==> src/rtl/i2d_bus_arb_pkg.sv <==
// i2d_bus_arb_pkg: shared state encodings and constants for the fetch/load-store bus arbiter.
package i2d_bus_arb_pkg;
  typedef enum logic [1:0] {
    I2D_ARB_IDLE = 2'd0,
    I2D_ARB_IF   = 2'd1,
    I2D_ARB_MEM  = 2'd2
  } arb_state_t;
  localparam logic [3:0] I2D_WB_SEL_ALL = 4'hF;
  localparam int I2D_DEF_TIMEOUT = 255;
endpackage

==> src/rtl/i2d_arb_timer.sv <==
// i2d_arb_timer: cycle counter bounding how long a granted bus cycle may wait.
//   clk, rst (sync, active-low); i_clr clears, i_en counts one cycle;
//   o_expired is high while the count equals TIMEOUT-1.
module i2d_arb_timer
  import i2d_bus_arb_pkg::*;
#(
  parameter int TIMEOUT = I2D_DEF_TIMEOUT,
  parameter int CNT_W = 8
) (
  input  logic clk,
  input  logic rst,
  input  logic i_clr,
  input  logic i_en,
  output logic o_expired
);
  logic [CNT_W-1:0] r_cnt;
  always_ff @(posedge clk)
    if (!rst || i_clr) r_cnt <= '0;
    else if (i_en) r_cnt <= r_cnt + 1'b1;
  assign o_expired = r_cnt == CNT_W'(TIMEOUT - 1);
endmodule

==> src/rtl/i2d_bus_arb.sv <==
// i2d_bus_arb: shares one Wishbone classic bus between the fetch port and the load/store port.
//   clk, rst (sync, active-low)
//   if_*  : read-only fetch requester (req/adr in, dat/ack/err out)
//   mem_* : load/store requester (req/we/sel/adr/wdat in, rdat/ack/err out)
//   *_o/*_i : Wishbone master side; gnt_mem flags load/store ownership
module i2d_bus_arb
  import i2d_bus_arb_pkg::*;
#(
  parameter int TIMEOUT = I2D_DEF_TIMEOUT,
  parameter int CNT_W = 8
) (
  input  logic        clk,
  input  logic        rst,
  input  logic        if_req,
  input  logic [31:0] if_adr,
  output logic [31:0] if_dat,
  output logic        if_ack,
  output logic        if_err,
  input  logic        mem_req,
  input  logic        mem_we,
  input  logic [3:0]  mem_sel,
  input  logic [31:0] mem_adr,
  input  logic [31:0] mem_wdat,
  output logic [31:0] mem_rdat,
  output logic        mem_ack,
  output logic        mem_err,
  output logic        cyc_o,
  output logic        stb_o,
  output logic        we_o,
  output logic [3:0]  sel_o,
  output logic [31:0] adr_o,
  output logic [31:0] dat_o,
  input  logic [31:0] dat_i,
  input  logic        ack_i,
  input  logic        rty_i,
  input  logic        err_i,
  output logic        gnt_mem
);
  arb_state_t  r_state, w_next;
  logic        r_we, r_last_mem;
  logic [3:0]  r_sel;
  logic [31:0] r_adr, r_dat;
  logic        w_bus, w_if, w_mem, w_grant_mem, w_grant_if;
  logic        w_expired, w_fail, w_done, w_unused;
  // A retrying slave simply keeps the cycle open, so rty_i needs no logic of its own.
  assign w_unused = rty_i;
  assign w_bus = r_state != I2D_ARB_IDLE;
  assign w_if = r_state == I2D_ARB_IF;
  assign w_mem = r_state == I2D_ARB_MEM;
  // Load/store wins ties unless it won the previous grant, so the ports alternate.
  assign w_grant_mem = !w_bus && mem_req && (!if_req || !r_last_mem);
  assign w_grant_if = !w_bus && if_req && !w_grant_mem;
  // An ack arriving in the expiry cycle still completes normally.
  assign w_fail = err_i || (!ack_i && w_expired);
  assign w_done = ack_i || w_fail;
  always_comb begin
    w_next = r_state;
    if (w_grant_mem) w_next = I2D_ARB_MEM;
    else if (w_grant_if) w_next = I2D_ARB_IF;
    else if (w_bus && w_done) w_next = I2D_ARB_IDLE;
  end
  always_ff @(posedge clk)
    if (!rst) begin
      r_state <= I2D_ARB_IDLE;
      r_we <= 1'b0;
      r_sel <= '0;
      r_adr <= '0;
      r_dat <= '0;
      r_last_mem <= 1'b0;
    end else begin
      r_state <= w_next;
      if (w_grant_mem) begin
        r_we <= mem_we;
        r_sel <= mem_sel;
        r_adr <= mem_adr;
        r_dat <= mem_wdat;
        r_last_mem <= 1'b1;
      end else if (w_grant_if) begin
        r_we <= 1'b0;
        r_sel <= I2D_WB_SEL_ALL;
        r_adr <= if_adr;
        r_dat <= '0;
        r_last_mem <= 1'b0;
      end
    end
  i2d_arb_timer #(.TIMEOUT(TIMEOUT), .CNT_W(CNT_W)) u_timer (
    .clk(clk),
    .rst(rst),
    .i_clr(!w_bus),
    .i_en(w_bus && !ack_i && !err_i),
    .o_expired(w_expired)
  );
  assign cyc_o = w_bus;
  assign stb_o = w_bus;
  assign we_o = r_we;
  assign sel_o = r_sel;
  assign adr_o = r_adr;
  assign dat_o = r_dat;
  assign gnt_mem = w_mem;
  assign if_ack = w_if && ack_i && !err_i;
  assign if_err = w_if && w_fail;
  assign if_dat = if_ack ? dat_i : '0;
  assign mem_ack = w_mem && ack_i && !err_i;
  assign mem_err = w_mem && w_fail;
  assign mem_rdat = mem_ack ? dat_i : '0;
endmodule

==> config.mk <==
export PLATFORM = sky130hd
export DESIGN_NAME = i2d_bus_arb
export DESIGN_NICKNAME = d
export VERILOG_FILES = /design/src/rtl/i2d_bus_arb_pkg.sv /design/src/rtl/i2d_arb_timer.sv /design/src/rtl/i2d_bus_arb.sv
export SDC_FILE = /design/constraint.sdc
export NUM_CORES = 1
export LEC_CHECK = 0
export CAP_MARGIN = 10
export CORE_MARGIN = 8
export CORE_UTILIZATION = 30
export DETAILED_ROUTE_END_ITERATION = 8
export PLACE_DENSITY = 0.82
export SKIP_CTS_REPAIR_TIMING = 1
export SYNTH_ARGS = -nofsm -noshare
export SYNTH_HDL_FRONTEND = slang
export SYNTH_SLANG_ARGS = --single-unit
==> constraint.sdc <==
create_clock -name clk -period 1.7 [get_ports clk]
set_clock_uncertainty 0.1 [all_clocks]
set_input_delay 0.34 -clock clk [delete_from_list [all_inputs] [get_ports clk]]
set_output_delay 0.34 -clock clk [all_outputs]
set_load 0.02 [all_outputs]
==> flow_metrics.env <==
export IMPL_outcome="finished, violations left"
export IMPL_violations="setup timing"
export IMPL_fin_util_pct=63.1
export IMPL_ant_nets=0
export IMPL_setup_viol=69
export IMPL_drtIter0Drc=293
export IMPL_antenna_found_initial=1
export IMPL_cts_buffers=9
export IMPL_fmax_mhz=489
export IMPL_multi_input_area_um2=2370
export IMPL_netlist_instances=495
export IMPL_path_max_fanout=8
export IMPL_dr_pass1_iters=5
export IMPL_pre_cts_ws_ns=-0.765
export IMPL_cts_tree="done"
export IMPL_routabilityCongestion=0.848
export IMPL_synthSimpleGateAreaFrac_pct=29.7
export IMPL_grt_total_usage_pct=20.1
export IMPL_num_vias=4970
export IMPL_yosys_top_cells_area="dfxtp_1 40%, and2_1 10%, a311oi_1 7.1%, o211ai_1 6.8%, nand2_1 6.5%"
export IMPL_coreArea_um2=13100
export IMPL_drc=0
export IMPL_synth_top_area_cell="dfxtp_1"
export IMPL_dp_hpwl_mm=13.8
export IMPL_drive_gt1_share_pct=29.9
export IMPL_vias_per_cell=5.09
export IMPL_synth_area_per_cell_um2=7.99
export IMPL_yosys_area_share_adder_pct=0.633
export IMPL_die_area_um2=17100
export IMPL_wirelength_mm=19.4
export IMPL_yosysUniqueCellTypes=41
export IMPL_end_kind="output pin"
export IMPL_rsz0062_at_grt="yes"
export IMPL_die_x_um=131
export IMPL_gr_total_overflow=0
export IMPL_p_leak_nw=4.24
export IMPL_grt_pass1_wl_mm=26.7
export IMPL_grt_pass1_vias=4875
export IMPL_synthMostInstantiatedCell="dfxtp_1"
export IMPL_syn_area_um2=3960
export IMPL_hold_viol=0
export IMPL_ir_worst_vdd_uv=725
export IMPL_initial_utilization_pct=30.2
export IMPL_diodes=0
export IMPL_ys_flop_type="dfxtp_1"
export IMPL_p_per_area_nw_per_um2=741
export IMPL_area_growth_pct=109
export IMPL_synth_nets=637
export IMPL_synthMuxAreaShare_pct=0.506
export IMPL_cts_sinks=80
export IMPL_rows=42
export IMPL_worstMarginPinSlew_ns=0.395
export IMPL_synth_compound_area_share_pct=22.1
export IMPL_hp_class="reg2reg"
export IMPL_wl_per_cell_um=19.9
export IMPL_ios=280
export IMPL_synth_sequential_area_ratio_pct=40.5
export IMPL_ys_seq_elements=80
export IMPL_clkTransAtPathRegs_ns=0.06
export IMPL_clockRootBuffer="clkbuf_16"
export IMPL_finalMaxSlewViolations=0
export IMPL_seq_area_um2=1610
export IMPL_htree_levels=3
export IMPL_slew_headroom_pct=73.6
export IMPL_async_flop_share_pct=0
export IMPL_worstSetupStartpointType="flip-flop"
export IMPL_worstSkewPairLatency_ns=0.34
export IMPL_yosys_area_share_xor_xnor_pct=0.443
export IMPL_worst_ep_arrival_time_ns=1.60
export IMPL_worstSetupPathType="reg2out"
export IMPL_die_h_um=131
export IMPL_finalNetCount=937
export IMPL_synth_edf_count=0
export IMPL_io_buffers=278
export IMPL_max_cap_violations=0
export IMPL_cts_buffer_depth=2
export IMPL_r2r_slack_ns=0.04
export IMPL_fin_ws_ns=-0.344
export IMPL_synth_top_area_share_pct=40.5
export IMPL_synth_top_family_by_area="simple AND/OR/NAND/NOR gates"
export IMPL_yosys_top_cells_count="80 x dfxtp_1, 69 x nand2_1, 64 x and2_1"
export IMPL_fill_cells=1055
export IMPL_min_period_over_period_pct=120
export IMPL_cp_required_ns=1.26
export IMPL_grt_max_degree=47
export IMPL_ys_warnings_count=0
export IMPL_min_period_ns=2.04
## sequential cells by signal (all words and copies together), names as in the netlist
signal	cells
r_last_mem	1
r_state	2
sel_o	4
u_timer.r_cnt	8
adr_o	32
we_o	1
dat_o	32
## cell type report
type | count | share of cell area [%]
flip-flops and latches | 80 | 19.5
repair buffers | 343 | 45.1
inverters | 5 | 0.227
multi-input cells | 356 | 28.6
well taps | 176 | 2.67
clock inverters | 4 | 0.924
clock buffers | 12 | 2.98
## through the flow
| stage | instances | TNS [ns] | hold slack, ns | power, mW | instance area (um^2) |
|---|---|---|---|---|---|
| 2_1_floorplan | 495 | -0.0119 | 0.343 | 2.96 | 4090 |
| 3_3_place_gp | 952 | -67.87 | 0.370 | 3.96 | 7390 |
| 3_5_place_dp | 952 | -71.42 | 0.375 | 3.98 | 7390 |
| 4_1_cts | 968 | -53.31 | 0.384 | 6.11 | 7710 |
| 5_1_grt | 976 | -21.75 | 0.400 | 6.42 | 8260 |
| 6_report | 976 | -17.84 | 0.381 | 6.12 | 8260 |
## critical path, stage by stage, from the launching register on
cell,delay [ns]
dfxtp_2,0.35
nor2b_4,0.14
and3b_2,0.28
buf_12,0.14
buf_8,0.10
and2_4,0.13
buf_6,0.12
## where the power goes
| group | switching [mW] | internal, mW | leakage [nW] |
|---|---|---|---|
| registers | 0.0831 | 2.04 | 0.661 |
| clock network | 0.768 | 1.33 | 0.153 |
| logic | 0.952 | 0.948 | 3.43 |
## cells in the final DEF (no fill, tap or decap), drive strengths merged, types with 2 or more instances in the layout
cell type | netlist | final
clkdlybuf4s50 | 0 | 136
buf | 17 | 122
dfxtp | 80 | 80
dlymetal6s2s | 0 | 71
nand2 | 69 | 69
and2 | 64 | 64
a21oi | 42 | 42
nand3 | 38 | 38
o211ai | 36 | 36
nor3 | 32 | 32
a311oi | 32 | 32
clkbuf | 37 | 26
nor2 | 6 | 6
inv | 4 | 6
o22ai | 4 | 4
o21a | 2 | 2
or3b | 2 | 2
o31ai | 2 | 2
or4 | 2 | 2
o21ai | 2 | 2
nand2b | 2 | 2
mux2i | 2 | 2
xnor2 | 2 | 2
bufinv | 0 | 2
and4bb | 2 | 2
a211oi | 2 | 2
nor3b | 2 | 2
ha | 2 | 2
## final timing paths
check,cells past startpoint,from,end
hold / removal,2,we_o,we_o
hold reg to reg,2,we_o,we_o
setup / recovery,6,r_state[1],mem_rdat[14]
setup reg to reg,4,u_timer.r_cnt[2],u_timer.r_cnt[5]
## layer usage
layer | vias up | GRT usage [%] | wire (um)
li1 | 2384 | - | -
met1 | 2313 | 21.2 | 7000
met2 | 234 | 34.3 | 9650
met3 | 37 | 8.16 | 2140
met4 | 2 | 9.93 | 586
met5 | - | 0 | 13
## cell families (layout without fill, tap and decap cells)
family | count (synthesis) | after routing
compound gates | 125 | 125
xor+xnor | 2 | 2
fa+ha+maj | 2 | 2
buf+inv | 59 | 364
flops | 80 | 80
mux | 2 | 2
simple gates | 225 | 225
(Power assumes the default switching activity.)
